File: src/rtl/xdist_age_ctrl.sv
// Learn/aging controller for port A of the XDist forwarding table RAM.
// Ports: clk_a/rst_n (sync, active-low); ram_init_done gates startup;
//   learn_vld/learn_rdy/learn_addr/learn_port: learn request handshake;
//   aging_tick: sweep request pulse;
//   ram_wren/ram_addr/ram_wrdata/ram_rddata: RAM port A;
//   move_pulse/new_pulse: learn outcome; sweep_busy: sweep active;
//   aged_cnt: saturating count of expired entries; tick_ovf: sticky drop flag.
module xdist_age_ctrl #(
    parameter int                DEPTH_W = 10,
    parameter int                PORT_W  = 4,
    parameter int                AGE_W   = 3,
    parameter logic [AGE_W-1:0]  AGE_MAX = 3'd7,
    parameter int                WIDTH_W = 1 + AGE_W + PORT_W
) (
    input  logic               clk_a,
    input  logic               rst_n,
    input  logic               ram_init_done,
    input  logic               learn_vld,
    output logic               learn_rdy,
    input  logic [DEPTH_W-1:0] learn_addr,
    input  logic [PORT_W-1:0]  learn_port,
    input  logic               aging_tick,
    output logic               ram_wren,
    output logic [DEPTH_W-1:0] ram_addr,
    output logic [WIDTH_W-1:0] ram_wrdata,
    input  logic [WIDTH_W-1:0] ram_rddata,
    output logic               move_pulse,
    output logic               new_pulse,
    output logic               sweep_busy,
    output logic [15:0]        aged_cnt,
    output logic               tick_ovf
);

    typedef enum logic [2:0] {
        WAIT_INIT,
        IDLE,
        LRN_RD,
        LRN_WR,
        AGE_RD,
        AGE_WR
    } state_t;

    localparam logic [DEPTH_W-1:0] PTR_LAST = '1;

    state_t             state_q;
    logic [DEPTH_W-1:0] ptr_q;
    logic [DEPTH_W-1:0] laddr_q;
    logic [PORT_W-1:0]  lport_q;
    logic               pend_q;
    logic               busy_q;
    logic               new_q;
    logic               move_q;
    logic [15:0]        aged_q;
    logic               ovf_q;

    logic               rd_vld;
    logic [AGE_W-1:0]   rd_age;
    logic [PORT_W-1:0]  rd_port;
    logic [AGE_W-1:0]   age_dec;
    logic               hs;

    assign rd_vld  = ram_rddata[WIDTH_W-1];
    assign rd_age  = ram_rddata[WIDTH_W-2:PORT_W];
    assign rd_port = ram_rddata[PORT_W-1:0];
    assign age_dec = rd_age - AGE_W'(1);

    // Learns are taken in IDLE and between sweep entries.
    assign learn_rdy = (state_q == IDLE) || (state_q == AGE_WR);
    assign hs        = learn_vld && learn_rdy;

    assign move_pulse = move_q;
    assign new_pulse  = new_q;
    assign sweep_busy = busy_q;
    assign aged_cnt   = aged_q;
    assign tick_ovf   = ovf_q;

    always_ff @(posedge clk_a) begin
        if (!rst_n) begin
            state_q <= WAIT_INIT;
            ptr_q   <= '0;
            laddr_q <= '0;
            lport_q <= '0;
            pend_q  <= 1'b0;
            busy_q  <= 1'b0;
            new_q   <= 1'b0;
            move_q  <= 1'b0;
            aged_q  <= '0;
            ovf_q   <= 1'b0;
        end else begin
            new_q  <= 1'b0;
            move_q <= 1'b0;
            if (aging_tick && state_q != WAIT_INIT) begin
                if (pend_q) ovf_q  <= 1'b1;
                else        pend_q <= 1'b1;
            end
            if (hs) begin
                laddr_q <= learn_addr;
                lport_q <= learn_port;
            end
            unique case (state_q)
                WAIT_INIT: begin
                    if (ram_init_done) state_q <= IDLE;
                end
                IDLE: begin
                    if (hs) begin
                        state_q <= LRN_RD;
                    end else if (pend_q) begin
                        // pend_q is set here, so a same-cycle tick
                        // counts as overflow above and is dropped.
                        pend_q  <= 1'b0;
                        ptr_q   <= '0;
                        busy_q  <= 1'b1;
                        state_q <= AGE_RD;
                    end
                end
                LRN_RD: state_q <= LRN_WR;
                LRN_WR: begin
                    new_q   <= !rd_vld;
                    move_q  <= rd_vld && (rd_port != lport_q);
                    state_q <= busy_q ? AGE_RD : IDLE;
                end
                AGE_RD: state_q <= AGE_WR;
                AGE_WR: begin
                    if (rd_vld && rd_age == '0 && aged_q != 16'hFFFF)
                        aged_q <= aged_q + 16'd1;
                    if (ptr_q == PTR_LAST) busy_q <= 1'b0;
                    else                   ptr_q  <= ptr_q + 1'b1;
                    if (hs)                     state_q <= LRN_RD;
                    else if (ptr_q == PTR_LAST) state_q <= IDLE;
                    else                        state_q <= AGE_RD;
                end
                default: state_q <= WAIT_INIT;
            endcase
        end
    end

    always_comb begin
        ram_wren   = 1'b0;
        ram_addr   = '0;
        ram_wrdata = '0;
        unique case (state_q)
            LRN_RD: ram_addr = laddr_q;
            LRN_WR: begin
                ram_addr   = laddr_q;
                ram_wren   = 1'b1;
                ram_wrdata = {1'b1, AGE_MAX, lport_q};
            end
            AGE_RD: ram_addr = ptr_q;
            AGE_WR: begin
                ram_addr = ptr_q;
                ram_wren = rd_vld;
                // Expired entries are written back as all-zeros.
                if (rd_vld && rd_age != '0)
                    ram_wrdata = {1'b1, age_dec, rd_port};
            end
            default: ;
        endcase
    end

endmodule

File: config.mk
export PLATFORM = sky130hd
export DESIGN_NAME = xdist_age_ctrl
export DESIGN_NICKNAME = d
export VERILOG_FILES = /design/src/rtl/xdist_age_ctrl.sv
export SDC_FILE = /design/constraint.sdc
export NUM_CORES = 1
export LEC_CHECK = 0
export CAP_MARGIN = 20
export CORE_MARGIN = 3
export CORE_UTILIZATION = 53
export CTS_CLUSTER_DIAMETER = 200
export DETAILED_ROUTE_END_ITERATION = 6
export GPL_TIMING_DRIVEN = 0
export PLACE_DENSITY = 0.92
export SETUP_SLACK_MARGIN = 0.1
export SYNTH_ARGS = -nofsm -noshare
export SYNTH_HDL_FRONTEND = slang
export SYNTH_SLANG_ARGS = --single-unit
File: constraint.sdc
create_clock -name clk_a -period 4.1 [get_ports clk_a]
set_clock_uncertainty 0.05 [all_clocks]
set_input_delay 1.23 -clock clk_a [delete_from_list [all_inputs] [get_ports clk_a]]
set_output_delay 1.23 -clock clk_a [all_outputs]
set_load 0.02 [all_outputs]
==> summary.md <==
| Metric | Value |
|---|---|
| Buffers on Ports | 66 |
| Ys flop type | dfxtp_1 |
| Placement Setup Slack | -0.2638 ns |
| Row count | 24 |
| NumNets Final | 429 |
| Final Cell Area | 0.003387 mm^2 |
| DR DRC count | 0 |
| Post-synth EDFFs | 0 |
| Worst Setup EP | ram_wrdata[3] |
| Final setup viols | 0 |
| Vias in the first global route | 2589 |
| Met2 WL | 3.605 mm |
| Die Area | 0.005749 mm^2 |
| Area growth syn-to-layout | 31.09% |
| Post-DP HPWL | 5.367 mm |
| Syn nets | 356 |
| Post-synthesis register bit count | 48 |
| CTS buffer count | 5 |
| R2r endpoint | aged_cnt[2]$_SDFFE_PN0P_ |
| Antenna violations before repair | 0 |
| Non-Filler Instances | 461 |
| Via count | 2814 |
| Total power | 965.5 uW |
| Worst skew pair latency | 0.30 ns |
| Chip Height | 75.82 um |
| Clock sink count | 48 |
| Netlist cell types | 49 |
| Fillcell total | 334 |
| Layout cells sized above 1 | 6.566% |
| GR Util All Layers | 26.61% |
| Vias per inst | 6.104 |
| First DRT Iteration DRCs | 224 |
| Max FO, Critical Path | 4 |
| Max Cap Viol | 0 |
| Outcome | finished, final reports clean |
| Post-CTS Setup Inserts | 0 |
| Die X | 75.82 um |
| Setup slack, reg-to-reg | 1.79 ns |
| Internal | 693.7 uW |
| Fraction of registers with async set/reset | 0% |
| DR top layer | met4 |
| Setup WS post-layout | 0.1572 ns |
| Placed cell area | 0.003326 mm^2 |
| CTS root buf | clkbuf_8 |
| Sequential share of power | 51.8% |
| Core area | 0.004534 mm^2 |
| Worst hold path type | flop to flop |
| Crit Path Class | input port to output port |
| GPL Wtd Cong | 0.8747 |
| Worst setup path start | ram_rddata[4] |
| Worst slew pin tran | 0.7398 ns |
| Comb power frac | 17.5% |
| CTS tree | yes |
| Grt ovf | 0 |
| Initial core utilization | 56.98% |
| DR WL met3 | 519 um |
| First-pass GRT wire length | 11.76 mm |
| Setup_tns | 0 ns |
| Synthesis warning total | 0 |
| Post-Place Cells | 453 |
| Lkg Pwr | 1.149 nW |
| Clock share of power | 30.8% |
| Largest net degree at the start of global routing | 14 |
| Drt pass-1 iters | 5 |
| Setup crit end kind | output port |
| CTS clk-pin slew, worst paths | 0.09 ns |
| I/O pins | 67 |
| H-tree lvl count | 2 |
| FMAX | 253.6 MHz |
| Slew Limit Fails | 0 |
| CP Launch Type | input port |
| Sequential-to-total area share from yosys stat | 37.19% |
| Worst R2R Path Depth | 5 |
| Post-Synthesis Cells | 322 |
| Critical Path RT | 2.82 ns |
| Minimum clock period | 3.943 ns |
| Worst slew margin | 50.30% |
| Final ANT Viol Nets | 0 |
| CTS Buffer Depth | 2 |
| Wirelength per Cell | 16.30 um |
| Post-Syn Area | 0.002584 mm^2 |
| Met1 wire length | 3.271 mm |
| Sw power | 271.7 uW |
| Synth Area per Inst | 8.024 um^2 |
| RSZ-0062 raised after global routing | true |
| Antenna diode count | 0 |
| DRT Wirelength | 7.512 mm |
| PD cells | 285.0 mW/mm^2 |
| Sw Share | 28.15% |
| CP arrival | 2.66 ns |
| Final Hold Vio Count | 0 |
| R2R Path Start | aged_cnt[0]$_SDFFE_PN0P_ |
| Max IR drop VDD | 0.1629 mV |
| Final critical-path share of the clock period | 96.17% |
[routing by layer]
metal  GRT usage, %  vias to the layer above
met4          8.932                        0
met1          33.84                     1310
li1               -                     1340
met3          5.145                       17
met2          44.96                      147
met5              0                        -
[cell families after synthesis]
logic type | after synthesis | share of synthesized area [%]
buf+inv | 29 | 4.746
mux | 6 | 2.325
compound gates | 90 | 24.46
simple gates | 137 | 26.20
flops | 48 | 37.19
xor+xnor | 5 | 1.695
fa+ha+maj | 7 | 3.390
[area by class of cell]
cell class	instances	area (um^2)	area share, %
repair buffers	66	626.9	18.51
well taps	65	81.33	2.401
multi-input cells	245	1505	44.44
plain buffers	19	85.08	2.512
flip-flops and latches	48	960.9	28.37
inverters	10	37.54	1.108
clock buffers	8	90.09	2.660
[metrics by stage]
stage / hold slack (ns) / util (%)
6_report: 0.4082 / 74.70
2_1_floorplan: 0.3860 / -
4_1_cts: 0.4137 / 75.33
3_5_place_dp: 0.4018 / 73.34
3_3_place_gp: 0.3933 / 73.34
5_1_grt: 0.4328 / 74.70
[state kept, by name, summed over array words and instances, names as in the netlist]
register,count
pend_q,1
ptr_q,10
new_pulse,1
tick_ovf,1
aged_cnt,16
lport_q,4
laddr_q,10
sweep_busy,1
state_q,3
move_pulse,1
[worst min path at each step]
stage / start / to / slack [ns] / depth (start not counted)
4_1_cts: laddr_q[3]$_SDFFE_PN0P_ / laddr_q[3]$_SDFFE_PN0P_ / 0.41 / 2
2_1_floorplan: laddr_q[0]$_SDFFE_PN0P_ / laddr_q[0]$_SDFFE_PN0P_ / 0.39 / 2
3_5_place_dp: laddr_q[3]$_SDFFE_PN0P_ / laddr_q[3]$_SDFFE_PN0P_ / 0.40 / 2
5_1_grt: laddr_q[3]$_SDFFE_PN0P_ / laddr_q[3]$_SDFFE_PN0P_ / 0.43 / 2
3_3_place_gp: laddr_q[1]$_SDFFE_PN0P_ / laddr_q[1]$_SDFFE_PN0P_ / 0.39 / 2
6_report: laddr_q[3]$_SDFFE_PN0P_ / laddr_q[3]$_SDFFE_PN0P_ / 0.41 / 2
[cells in the mapped netlist (6+ instances only)]
cell type	number	area, um^2
o21ai_0	6	30.03
and3_1	6	37.54
or3_1	6	37.54
nor3_1	7	35.03
nand2_1	52	195.2
inv_1	10	37.54
a21oi_1	30	150.1
mux2i_1	6	60.06
a22oi_1	11	82.58
clkbuf_1	11	41.29
nor2_1	18	67.56
o2111ai_1	6	52.55
dfxtp_1	48	960.9
nand3_1	17	85.08
ha_1	7	87.58
[what timing repair did]
action / 4_1_cts / 5_1_grt
setup endpoints to repair: 8 / 8
gates cloned: 0 / 0
hold buffers: 0 / 0
gates resized for setup: 16 / 15
[worst max-delay path, cell delays in order]
cell             delay, ns
clkdlybuf4s50_1       0.48
inv_1                 0.06
ha_1                  0.22
nand2b_1              0.10
and3_4                0.21
a22o_1                0.12
clkdlybuf4s15_2       0.25
[cells in the final DEF (no fill, tap or decap), drive strengths merged, types with 4 or more instances in the layout]
master / netlist / routed
mux2i: 6 / 6
nand4: 5 / 5
nand3: 18 / 18
nor2: 18 / 18
buf: 8 / 10
nor3: 7 / 7
nand2b: 5 / 5
clkdlybuf4s50: 0 / 58
or4: 4 / 4
inv: 10 / 10
a21o: 4 / 4
o2111ai: 6 / 6
clkbuf: 11 / 24
a22o: 4 / 4
nand2: 52 / 52
ha: 7 / 7
a2111o: 5 / 5
and3: 6 / 6
o21ai: 6 / 6
o31ai: 5 / 5
or3: 6 / 6
xnor2: 5 / 5
a22oi: 11 / 11
dfxtp: 48 / 48
a21oi: 30 / 30
nor4: 4 / 4
[power by group through the flow]
stage	sequential, mW	clock, mW	combinational, mW
CTS	0.499	0.293	0.168
floorplan	0.508	0	0.0997
finish	0.500	0.297	0.169
global placement	0.509	0	0.164
detailed placement	0.510	0	0.168
global route	0.502	0.312	0.185
No activity file was read; power rests on OpenSTA's default activity.
